## src/rtl/pic85_pkg.sv

```systemverilog
// Shared constants for the pic85 interrupt controller: bus opcodes,
// port offsets, command bits and acknowledge-sequence state encoding.
package pic85_pkg;

  localparam logic [7:0] OP_CALL = 8'hCD;

  localparam logic [1:0] PORT_CMD = 2'd0;
  localparam logic [1:0] PORT_IMR = 2'd1;
  localparam logic [1:0] PORT_IRR = 2'd2;

  localparam int unsigned CMD_NSEOI = 5;
  localparam int unsigned CMD_SEOI  = 6;

  localparam logic [1:0] ACK_IDLE = 2'd0;
  localparam logic [1:0] ACK1     = 2'd1;
  localparam logic [1:0] ACK2     = 2'd2;
  localparam logic [1:0] ACK3     = 2'd3;

endpackage

```

## src/rtl/pic85_prio.sv

```systemverilog
// Combinational priority encoder: reports the lowest set index of vec.
module pic85_prio #(
  parameter int unsigned N = 8
) (
  input  logic [N-1:0] vec,
  output logic [2:0]   idx,
  output logic         valid
);

  always_comb begin
    idx   = '0;
    valid = 1'b0;
    for (int unsigned i = 0; i < N; i++) begin
      if (vec[i] && !valid) begin
        idx   = 3'(i);
        valid = 1'b1;
      end
    end
  end

endmodule

```

## src/rtl/pic85.sv

```systemverilog
// Fixed-priority interrupt controller for core85: latches request edges,
// raises intr, and answers INTA cycles with CALL <vector>.
module pic85 import pic85_pkg::*; #(
  parameter int unsigned NUM_IRQ  = 8,
  parameter logic [7:0]  IO_BASE  = 8'h20,
  parameter logic [15:0] VEC_BASE = 16'h1000,
  parameter int unsigned VEC_STEP = 4
) (
  input  logic               clk,
  input  logic               rst,
  input  logic [NUM_IRQ-1:0] irq,
  input  logic [7:0]         ioaddr,
  input  logic [7:0]         dbus_in,
  input  logic               iom_,
  input  logic               rd_,
  input  logic               wr_,
  input  logic               inta_,
  output logic               intr,
  output logic [7:0]         dbus_out,
  output logic               dbus_oe
);

  logic [NUM_IRQ-1:0] imr, irr, isr, irq_q, elig, below, irr_next, isr_next;
  logic [1:0]  state;
  logic [2:0]  sel, sel_q, elig_idx, isr_idx;
  logic        elig_valid, isr_valid;
  logic        wr_q, inta_q, wr_hit;
  logic [1:0]  wr_off;
  logic [7:0]  wr_data, off;
  logic        hit, ack_fall, inta_rise, wr_rise, wr_commit;
  logic [15:0] vec;

  pic85_prio #(.N(NUM_IRQ)) u_elig (.vec(elig), .idx(elig_idx), .valid(elig_valid));
  pic85_prio #(.N(NUM_IRQ)) u_isr  (.vec(isr),  .idx(isr_idx),  .valid(isr_valid));

  always_comb begin
    off       = ioaddr - IO_BASE;
    hit       = iom_ && (off < 8'd3);
    ack_fall  = (state == ACK_IDLE) && inta_q && !inta_;
    inta_rise = !inta_q && inta_;
    wr_rise   = !wr_q && wr_;
    wr_commit = wr_rise && wr_hit;
    sel       = elig_valid ? elig_idx : 3'(NUM_IRQ - 1);
    vec       = VEC_BASE + 16'(sel_q) * 16'(VEC_STEP);
  end

  // An in-service level blocks itself and every lower priority.
  always_comb begin
    for (int unsigned i = 0; i < NUM_IRQ; i++)
      below[i] = !isr_valid || (i < 32'(isr_idx));
    elig = irr & ~imr & below;
  end

  // EOI clears are applied before ACK sets and irq edges so the sets win.
  always_comb begin
    irr_next = irr;
    isr_next = isr;
    if (wr_commit && wr_off == PORT_CMD) begin
      for (int unsigned i = 0; i < NUM_IRQ; i++) begin
        if (wr_data[CMD_SEOI]) begin
          if (i == 32'(wr_data[2:0])) isr_next[i] = 1'b0;
        end else if (wr_data[CMD_NSEOI] && isr_valid) begin
          if (i == 32'(isr_idx)) isr_next[i] = 1'b0;
        end
      end
    end
    if (ack_fall && elig_valid) begin
      for (int unsigned i = 0; i < NUM_IRQ; i++) begin
        if (i == 32'(elig_idx)) begin
          isr_next[i] = 1'b1;
          irr_next[i] = 1'b0;
        end
      end
    end
    irr_next = irr_next | (irq & ~irq_q);
  end

  always_ff @(posedge clk) begin
    if (rst) begin
      imr     <= '1;
      irr     <= '0;
      isr     <= '0;
      irq_q   <= '0;
      wr_q    <= 1'b1;
      inta_q  <= 1'b1;
      wr_hit  <= 1'b0;
      wr_off  <= '0;
      wr_data <= '0;
      state   <= ACK_IDLE;
      sel_q   <= '0;
      intr    <= 1'b0;
    end else begin
      irq_q  <= irq;
      wr_q   <= wr_;
      inta_q <= inta_;
      irr    <= irr_next;
      isr    <= isr_next;
      if (iom_ && !wr_) begin
        wr_hit  <= hit;
        wr_off  <= off[1:0];
        wr_data <= dbus_in;
      end else if (wr_rise) begin
        wr_hit <= 1'b0;
      end
      if (wr_commit && wr_off == PORT_IMR) imr <= wr_data[NUM_IRQ-1:0];
      case (state)
        ACK_IDLE: if (ack_fall) begin
          state <= ACK1;
          sel_q <= sel;
        end
        ACK1:    if (inta_rise) state <= ACK2;
        ACK2:    if (inta_rise) state <= ACK3;
        ACK3:    if (inta_rise) state <= ACK_IDLE;
        default: state <= ACK_IDLE;
      endcase
      intr <= (state == ACK_IDLE) && !ack_fall && elig_valid;
    end
  end

  always_comb begin
    dbus_oe  = 1'b0;
    dbus_out = '0;
    if (state != ACK_IDLE && !inta_) begin
      dbus_oe = 1'b1;
      case (state)
        ACK1:    dbus_out = OP_CALL;
        ACK2:    dbus_out = vec[7:0];
        default: dbus_out = vec[15:8];
      endcase
    end else if (hit && !rd_) begin
      dbus_oe = 1'b1;
      case (off[1:0])
        PORT_CMD: dbus_out = 8'(isr);
        PORT_IMR: dbus_out = 8'(imr);
        default:  dbus_out = 8'(irr);
      endcase
    end
  end

endmodule

```

## config.mk

```make
export PLATFORM = sky130hd
export DESIGN_NAME = pic85
export DESIGN_NICKNAME = d
export VERILOG_FILES = /design/src/rtl/pic85_pkg.sv /design/src/rtl/pic85_prio.sv /design/src/rtl/pic85.sv
export SDC_FILE = /design/constraint.sdc
export NUM_CORES = 1
export LEC_CHECK = 0
export CORE_MARGIN = 2
export CORE_UTILIZATION = 57
export CTS_CLUSTER_SIZE = 24
export DETAILED_ROUTE_END_ITERATION = 16
export GPL_TIMING_DRIVEN = 0
export PLACE_DENSITY = 0.82
export SKIP_CTS_REPAIR_TIMING = 1
export SLEW_MARGIN = 15
export SYNTH_ARGS = -nofsm -noshare
export SYNTH_HDL_FRONTEND = slang
export SYNTH_SLANG_ARGS = --single-unit
export TNS_END_PERCENT = 1
```

## constraint.sdc

```tcl
create_clock -name clk -period 5 [get_ports clk]
set_clock_uncertainty 0.2 [all_clocks]
set_input_delay 0.75 -clock clk [delete_from_list [all_inputs] [get_ports clk]]
set_output_delay 0.75 -clock clk [all_outputs]
set_load 0.01 [all_outputs]
```

==> results by group, run 1 <==
Floorplanning
  – Die W: 70.7 um
  – Core area: 4320 um2
  – Die footprint: 5000 um2
  – FP Rows: 24
  – Initial core utilization: 58.7%
  – Top-Level Pins: 40
  – Die Span Y: 70.7 um

Worst setup path
  – Crit end category: output pin
  – Cell family with most CP delay: buffers and inverters
  – Slowest stage delay, CP: 0.57 ns
  – Crit-path max FO: 8
  – Worst EP required: 4.05 ns
  – Critical path class: in -> out
  – Critical path's slowest cell: clkdlybuf4s50_1
  – CP most frequent cell: clkdlybuf4s50_1
  – Arrival @ worst endpoint: 3.26 ns
  – Crit path buf inv count: 4
  – CP Cell Sequence: clkdlybuf4s50_1, inv_1, ha_1, xnor2_1, nand4_1, or4_1, clkbuf_1, o22ai_1, clkdlybuf4s50_1
  – Worst Setup Start Kind: primary input

Final layout
  – Register Area: 1020 um2
  – Area Overhead vs Synth: 21.7%
  – Layout Nets: 405
  – Multi-input logic area: 1400 um2
  – Filler cell count: 394
  – Final cell count without fillers: 423
  – N_diodes: 0
  – Final instance area: 3090 um2
  – Layout cell share with drive strength beyond 1: 4.31%

Synthesis
  – Mux cell area share after synthesis: 4.73%
  – Xor/xnor cell area share of the yosys netlist: 0.345%
  – Post-Synth Adder-Cell Area: 2.47%
  – Cell Area, Synth: 2540 um2
  – Syn_nets: 361
  – Cell variety after synth: 47
  – Compound-Gate Fraction of Synth Area: 18.7%
  – Top cells by area, synth: dfxtp_1 40%, a21oi_1 8.7%, nand2_1 6.8%
  – Most frequent cells after synthesis: 51 x dfxtp_1, 46 x nand2_1, 44 x a21oi_1, 32 x nor2_1
  – Ys flop type: dfxtp_1
  – Yosys reg bits: 51
  – Ys async rst share: 0%
  – Post-synthesis simple-gate area fraction: 28.9%
  – Post-synth top area share: 40.2%
  – Cell with the most instances after synthesis: dfxtp_1
  – Register area share after synthesis: 40.2%
  – Main combinational cell family by area after synthesis: simple AND/OR/NAND/NOR gates
  – Syn Inst Count: 326
  – Yosys warning count: 0
  – Post-synth EDFFs: 0
  – Avg Inst Size Synth: 7.78 um2
  – Yosys top cell by area: dfxtp_1

Clock tree
  – CTS root buf: clkbuf_8
  – Clock sinks: 51
  – Worst-skew pair later-pin latency: 0.31 ns
  – TritonCTS buffer count: 5
  – Clock Path Buffers: 2
  – CTS HTree Levels: 2
  – Clk slew on worst S/H paths: 0.10 ns
  – CTS tree: done

STA
  – Hold Vio Cnt, Final: 0
  – Slew of the pin with the lowest slew margin: 0.777 ns
  – Hold slack: 0.264 ns
  – Min cycle time layout: 4.21 ns
  – RSZ-0062 raised after global routing: false
  – Setup TNS: 0 ns
  – Fmax: 237 MHz
  – Tcrit/Tclk final: 84.3%
  – Pins Over Slew Limit: 0
  – Final setup violation count: 0
  – Max_slew headroom: 48.2%

Power and ir drop
  – Pwr dens: 306 nW/um2
  – Max VDD drop: 175 uV
  – Leak pwr: 0.00119 uW

Drt
  – Vias per cell: 5.96
  – Initial detailed-routing violation count: 138
  – Routed len/inst: 15.7 um
  – Detailed Route WL: 6.64 mm
  – Via count: 2523
  – Drt drc: 0
  – Routed Antenna Nets: 0
  – First-pass DRT Iterations: 5

Placed design
  – Post-DP HPWL: 4.90 mm
  – Port-buffer cells: 37
  – Placement Cell Area: 2970 um2
  – Placed Instances: 415
  – Gpl congestion: 0.907

Global routing
  – Antenna violations before repair: 0
  – Congestion Overflow GR: 0
  – Global-route wire length before repair: 10.8 mm
  – Largest net degree at the start of global routing: 18
  – GRT Total Usage: 27.3%
  – Vias in the first global route: 2319

Hold path
  – Hold Crit Class: reg -> reg

Job
  – Max cap viols: 0

Status
  – Status: finished clean
cells by family (layout without fill, tap and decap cells):
logic type,Yosys count,after routing
AO/OA/AOI/OAI,80,80
multiplexers,12,12
AND/OR/NAND/NOR,147,147
flip-flops,51,51
buffers and inverters,30,75
XOR/XNOR,1,1
adder cells (fa/ha/maj),5,5
layer usage:
metal	global-route usage, %	routed length [um]
met2	44.9	3160
met1	36.5	2800
met4	8.81	115
met3	5.13	566
met5	0	0
sequential cells by signal, summed over array words and instances, names as in the netlist:
name / flops
imr: 8
inta_q: 1
intr: 1
irq_q: 8
irr: 8
isr: 8
sel_q: 3
state: 2
wr_data: 8
wr_hit: 1
wr_off: 2
wr_q: 1
layout make-up:
cell class              count  area share (%)
clock buffers               5            2.23
clock inverters             3            1.50
multi-input cells         245            45.4
well taps                  52            2.11
plain buffers              17            2.15
repair buffers             37            12.0
flip-flops and latches     51            33.1
inverters                  13            1.58
per-stage QoR:
step	utilization (%)	power (uW)	setup slack, ns
after floorplan	-	579	1.97
after global placement	68.8	648	0.832
after detailed placement	68.8	655	0.787
after CTS	71.4	946	0.778
after global routing	71.4	984	0.681
final	71.4	944	0.786
where the power goes:
| group | switching (uW) | internal, uW |
|---|---|---|
| clock network | 147 | 151 |
| logic | 106 | 92.6 |
| registers | 17.2 | 431 |
worst min-delay path, stage by stage (launching register included):
cell	delay, ns
dfxtp_1	0.32
nand2_1	0.05
a21oi_1	0.05
layout by cell type (no fill, tap or decap), types with 3 or more instances in the layout:
cell type / count
nor4_1: 5
nor2b_1: 14
nand2b_1: 10
o21ai_0: 9
clkbuf_8: 5
ha_1: 5
nand3_1: 12
clkdlybuf4s50_1: 37
nor3b_1: 4
a21oi_1: 44
inv_1: 13
nor3_1: 6
dfxtp_1: 51
nor2_1: 32
mux2i_1: 12
o21ai_1: 4
o41ai_1: 3
nand2_1: 46
clkbuf_1: 14
or3_1: 4
path summary, 6_finish.rpt:
path	slack [ns]	start	endpoint	depth (start not counted)
worst max register to register	2.23	state[1]$_SDFFE_PP0P_	irr[6]$_SDFF_PP0_	8
worst min register to register	0.26	wr_off[1]$_SDFFE_PP0P_	wr_off[1]$_SDFFE_PP0P_	2
worst max-delay path	0.79	ioaddr[5]	dbus_out[2]	9
worst min-delay path	0.26	wr_off[1]$_SDFFE_PP0P_	wr_off[1]$_SDFFE_PP0P_	2
No activity file was read; power rests on OpenSTA's default activity.
==> run 2: changes to the inputs <==
Settings changed: CORE_UTILIZATION 57 to 53, PLACE_DENSITY 0.82 to 0.77.
Clock period 5 ns to 4.3 ns, I/O delays scaled along.
==> run 2 against run 1 <==
Net effect:
- setup slack worse by 0.47 ns
- power is 8.9% higher
- sequential power is 16% higher
- largest cell class unchanged
- largest power group unchanged
- utilization is 5.7 points lower
- clock power is 6.7% lower
==> results by group, run 2 (synthesis gave the netlist of run 1 again) <==
STA
  – Slew of the pin with the lowest slew margin: 0.794 ns (+0.0176 ns)
  – Max_slew headroom: 46.9% (-1.3 points)
  – Hold Vio Cnt, Final: 0 (unchanged)
  – Final setup violation count: 0 (unchanged)
  – Setup TNS: 0 ns (unchanged)
  – Pins Over Slew Limit: 0 (unchanged)
  – Tcrit/Tclk final: 92.6%
  – Fmax: 251 MHz
  – RSZ-0062 raised after global routing: false
  – Min cycle time layout: 3.98 ns

Final layout
  – N_diodes: 0 (unchanged)
  – Multi-input logic area: 1400 um2 (unchanged)
  – Area Overhead vs Synth: 20.7%
  – Layout cell share with drive strength beyond 1: 4.05% (-0.26 points)
  – Most common cell after layout, fill and taps aside: dfxtp_1
  – Fin util: 65.7% (-5.7 points)
  – Layout Nets: 405 (unchanged)
  – Most frequent cells in the layout: 51 x dfxtp_1, 46 x nand2_1, 44 x a21oi_1
  – Filler cell count: 450 (+14%)
  – Register Area: 1020 um2 (unchanged)

Floorplanning
  – Die W: 73.2 um (+3.5%)
  – Die Span Y: 73.2 um (+3.5%)
  – FP Rows: 25 (+4.2%)
  – Core area: 4660 um2 (+7.8%)
  – Top-Level Pins: 40 (unchanged)
  – Initial core utilization: 54.4% (-4.2 points)
  – Die footprint: 5360 um2 (+7.1%)

Power and ir drop
  – Logic pwr share: 22.3% (+1.3 points)
  – Clk pwr share: 27.1% (-4.4 points)
  – Pwr dens: 336 nW/um2 (+9.8%)
  – Leak pwr: 0.00119 uW (-0.65%)
  – Max VDD drop: 174 uV (-0.84%)
  – Int Pwr: 734 uW (+8.9%)
  – P_sw: 294 uW (+8.8%)
  – Net Sw Frac: 28.6% (about the same)
  – Seq pwr share: 50.7% (+3.3 points)

Drt
  – Initial detailed-routing violation count: 151 (+9.4%)
  – First-pass DRT Iterations: 4 (-1)
  – Routed len/inst: 15.3 um (-2.5%)
  – Routed Antenna Nets: 0 (unchanged)
  – Vias per cell: 5.70 (-4.4%)
  – Drt drc: 0 (unchanged)
  – Via count: 2417 (-4.2%)
  – Detailed Route WL: 6.49 mm (-2.3%)

Clock tree
  – Clock sinks: 51 (unchanged)
  – Clk slew on worst S/H paths: 0.08 ns (-0.02 ns)
  – CTS HTree Levels: 2 (unchanged)
  – Worst-skew pair later-pin latency: 0.31 ns (about the same)
  – CTS tree: done
  – CTS root buf: clkbuf_8
  – TritonCTS buffer count: 5 (unchanged)
  – Clock Path Buffers: 2 (unchanged)

Hold path
  – Hold Crit Class: reg -> reg

Global routing
  – Antenna violations before repair: 0 (unchanged)
  – Largest net degree at the start of global routing: 15 (-3)
  – Vias in the first global route: 2246 (-3.1%)
  – Congestion Overflow GR: 0 (unchanged)
  – Global-route wire length before repair: 10.7 mm (-0.64%)
  – GRT Total Usage: 26.2% (-1.1 points)

Worst setup path
  – Crit end category: output pin
  – Worst Setup Start Kind: primary input
  – Critical path class: in -> out
  – Arrival @ worst endpoint: 3.13 ns (-0.13 ns)
  – Worst EP required: 3.45 ns (-0.60 ns)
  – Crit-path max FO: 8 (unchanged)

Job
  – Max cap viols: 0 (unchanged)

Status
  – Status: finished clean

Placed design
  – Port-buffer cells: 37 (unchanged)
  – Gpl congestion: 0.890 (-1.9%)
  – Post-DP HPWL: 4.89 mm (-0.23%)
[run 2: changes by cell type in the layout (fill, tap and decap cells not counted), sizes merged]
cell,change
clkbuf,+1
inv,-1
bufinv,-1
clkinv,+1
clkinvlp,-1
[run 2: per-layer routing]
| layer | vias to the layer above | track usage [%] | part of all wire (%) |
|---|---|---|---|
| li1 | 1221 | - | - |
| met1 | 1112 | 35.0 | 45 |
| met2 | 74 | 41.6 | 46 |
| met3 | 10 | 4.97 | 7.0 |
| met4 | 0 | 10.3 | 1.6 |
| met5 | - | 0 | 0 |
[run 2: final timing paths]
kind	startpoint	end	slack, ns	depth (start not counted)
max	ioaddr[5]	dbus_out[3]	0.32	9
min	wr_data[4]$_SDFFE_PP0P_	wr_data[4]$_SDFFE_PP0P_	0.26	2
max reg2reg	state[0]$_SDFFE_PP0P_	irr[6]$_SDFF_PP0_	1.50	8
min reg2reg	wr_data[4]$_SDFFE_PP0P_	wr_data[4]$_SDFFE_PP0P_	0.26	2
[run 2: layout make-up]
| class | count | share of cell area, % |
|---|---|---|
| clock buffers | 6 | 2.70 |
| plain buffers | 17 | 2.17 |
| repair buffers | 37 | 12.1 |
| well taps | 54 | 2.21 |
| multi-input cells | 245 | 45.8 |
| flip-flops and latches | 51 | 33.3 |
| inverters | 13 | 1.59 |
| clock inverters | 1 | 0.163 |
[run 2: worst max-delay path, cell delays in order]
cell,delay [ns]
clkdlybuf4s50_1,0.45
inv_1,0.05
ha_1,0.20
xnor2_1,0.17
nand4_1,0.17
or4_1,0.43
clkbuf_1,0.25
o22ai_1,0.22
clkdlybuf4s50_1,0.56
[run 2: power by group through the flow]
stage	combinational [uW]	sequential, uW	clock (uW)
finish	229	521	278
global route	257	525	302
CTS	229	520	285
detailed placement	228	532	0
global placement	222	530	0
floorplan	148	525	0
[run 2: per-stage QoR]
step / hold WS [ns] / total power (uW) / instances / cell area, um2 / setup WS, ns
finish: 0.260 / 1030 / 424 / 3060 / 0.320
global route: 0.295 / 1080 / 424 / 3060 / 0.176
CTS: 0.262 / 1030 / 424 / 3060 / 0.320
detailed placement: 0.249 / 760 / 417 / 2980 / 0.335
global placement: 0.242 / 752 / 417 / 2980 / 0.339
floorplan: 0.236 / 673 / 326 / 2540 / 1.48
==> run 3: changes to the inputs <==
Settings changed: CORE_UTILIZATION 53 to 62, DONT_BUFFER_PORTS set to 1, PLACE_DENSITY 0.77 to 0.76.
==> run 3 against run 2 <==
Net effect:
- clock power down 3%
- utilization increased by 1.9 points
- routed wire length decreased by 3.7%
- cell count is 9.4% lower
- maximum frequency up 29%
- combinational power is 20% lower
- design area shrank 12%
- setup slack gained 0.90 ns
- register-to-register slack is essentially flat
- sequential cell count unchanged
- first-iteration DRC count decreased by 7.3%
- count of clock-buffer cells in the layout unchanged
- critical endpoint unchanged
==> results by group, run 3 (synthesis gave the netlist of run 1 again) <==
Status
  – Status: finished clean

Power and ir drop
  – P_sw: 290 uW (-1.4%)
  – Logic pwr share: 18.9% (-3.4 points)
  – Clk pwr share: 27.8% (+0.7 points)
  – Net Sw Frac: 29.7% (+1.1 points)
  – Pwr dens: 363 nW/um2 (+8.1%)
  – Max VDD drop: 258 uV (+48%)
  – Seq pwr share: 53.4% (+2.7 points)
  – Int Pwr: 685 uW (-6.7%)
  – Leak pwr: 0.00104 uW (-12%)

STA
  – Max_slew headroom: 51.9% (+4.9 points)
  – Fmax: 325 MHz (+29%)
  – Final setup violation count: 0 (unchanged)
  – Pins Over Slew Limit: 0 (unchanged)
  – Slew of the pin with the lowest slew margin: 0.722 ns (-0.0723 ns)
  – Fin worst setup slack: 1.22 ns (+0.899 ns)
  – Min cycle time layout: 3.08 ns (-0.899 ns)
  – Setup TNS: 0 ns (unchanged)
  – Hold slack: 0.218 ns (-0.0421 ns)
  – Hold Vio Cnt, Final: 0 (unchanged)
  – RSZ-0062 raised after global routing: false
  – Tcrit/Tclk final: 71.7% (-21 points)

Placed design
  – Setup WS pre-CTS: 1.24 ns (+0.909 ns)
  – Port-buffer cells: 0 (-100%)
  – Placement Cell Area: 2600 um2 (-13%)
  – Post-DP HPWL: 4.62 mm (-5.4%)
  – Gpl congestion: 0.930 (+4.6%)
  – Placed Instances: 376 (-9.8%)

Worst setup path
  – Arrival @ worst endpoint: 2.24 ns (-0.89 ns)
  – Worst EP required: 3.45 ns (about the same)
  – Critical path class: in -> out
  – Crit-path max FO: 10 (+2)
  – FF-to-FF path depth: 8 (unchanged)
  – Crit end category: output pin
  – Worst Setup Start Kind: primary input

Drt
  – Detailed Route WL: 6.25 mm (-3.7%)
  – Routed len/inst: 16.3 um (+6.3%)
  – Via count: 2311 (-4.4%)
  – Initial detailed-routing violation count: 140 (-7.3%)
  – First-pass DRT Iterations: 4 (unchanged)
  – Drt drc: 0 (unchanged)
  – Routed Antenna Nets: 0 (unchanged)
  – Vias per cell: 6.02 (+5.6%)

Global routing
  – Antenna violations before repair: 0 (unchanged)
  – M2 GR Usage: 46.7% (+5.1 points)
  – Gr busiest metal: met2
  – Largest net degree at the start of global routing: 16 (+1)
  – Congestion Overflow GR: 0 (unchanged)
  – M1 GR Usage: 38.0% (+3.0 points)
  – Vias in the first global route: 2115 (-5.8%)
  – GRT Total Usage: 28.7% (+2.5 points)
  – Global-route wire length before repair: 9.76 mm (-8.8%)
  – GR Util met3: 6.58% (+1.6 points)

Clock tree
  – Clk slew on worst S/H paths: 0.09 ns (about the same)
  – TritonCTS buffer count: 5 (unchanged)
  – CTS root buf: clkbuf_8
  – CTS tree: done
  – Clock sinks: 51 (unchanged)
  – Clock Path Buffers: 2 (unchanged)
  – CTS HTree Levels: 2 (unchanged)
  – Worst-skew pair later-pin latency: 0.30 ns (about the same)

Hold path
  – Hold Crit Class: in -> reg
  – Worst hold stages: 1 (-1)

Final layout
  – Layout cell share with drive strength beyond 1: 4.49% (+0.44 points)
  – Layout Nets: 368 (-9.1%)
  – Most common cell after layout, fill and taps aside: dfxtp_1
  – Final instance area: 2690 um2 (-12%)
  – Area Overhead vs Synth: 5.82%
  – Final cell count without fillers: 384 (-9.4%)
  – N_diodes: 0 (unchanged)
  – Most frequent cells in the layout: 51 x dfxtp_1, 46 x nand2_1, 44 x a21oi_1
  – Filler cell count: 372 (-17%)

Floorplanning
  – Die W: 68.0 um (-7.1%)
  – FP Rows: 23 (-8.0%)
  – Initial core utilization: 63.9% (+9.5 points)
  – Die footprint: 4620 um2 (-14%)
  – Die Span Y: 68.0 um (-7.1%)
  – Top-Level Pins: 40 (unchanged)
  – Core area: 3970 um2 (-15%)

Job
  – Max cap viols: 0 (unchanged)
==> run 3: worst max-delay path, cell delays in order <==
cell      delay, ns
clkbuf_1       0.31
nand2_1        0.17
nand4_1        0.16
or4_1          0.43
clkbuf_1       0.21
o22ai_1        0.32
==> run 3: stage by stage <==
| stage | utilization (%) | total power (uW) |
|---|---|---|
| 6_report | 67.6 | 975 |
| 3_5_place_dp | 65.5 | 715 |
| 4_1_cts | 67.6 | 979 |
| 3_3_place_gp | 65.5 | 710 |
| 5_1_grt | 67.6 | 1030 |
| 2_1_floorplan | - | 673 |
==> run 3: layout make-up <==
| type | count | area (um2) | area share [%] |
|---|---|---|---|
| Buffer | 17 | 66.3 | 2.47 |
| Inverter | 13 | 48.8 | 1.82 |
| Tap cell | 50 | 62.6 | 2.33 |
| Clock inverter | 2 | 12.5 | 0.466 |
| Multi-Input combinational cell | 245 | 1400 | 52.2 |
| Sequential cell | 51 | 1020 | 38.0 |
| Clock buffer | 6 | 72.6 | 2.70 |
==> run 3: routing by layer <==
metal  vias up  share of wire, %  wire length (um)
met2        83                46              2860
li1       1148                 -                 -
met1      1067                45              2800
met4         0               2.0               128
met5         -                 0                 0
met3        13               7.3               458
==> run 3: power groups by stage <==
stage	clock [uW]	combinational, uW	sequential (uW)
floorplan	0	148	525
global placement	0	179	531
detailed placement	0	183	531
CTS	275	184	520
global route	299	206	524
finish	271	184	520
==> run 3: final timing paths <==
kind	start	slack [ns]	endpoint
max	ioaddr[0]	1.22	dbus_out[3]
min	rst	0.22	irq_q[7]$_SDFF_PP0_
max reg2reg	state[0]$_SDFFE_PP0P_	1.51	irr[6]$_SDFF_PP0_
min reg2reg	wr_data[4]$_SDFFE_PP0P_	0.27	wr_data[4]$_SDFFE_PP0P_
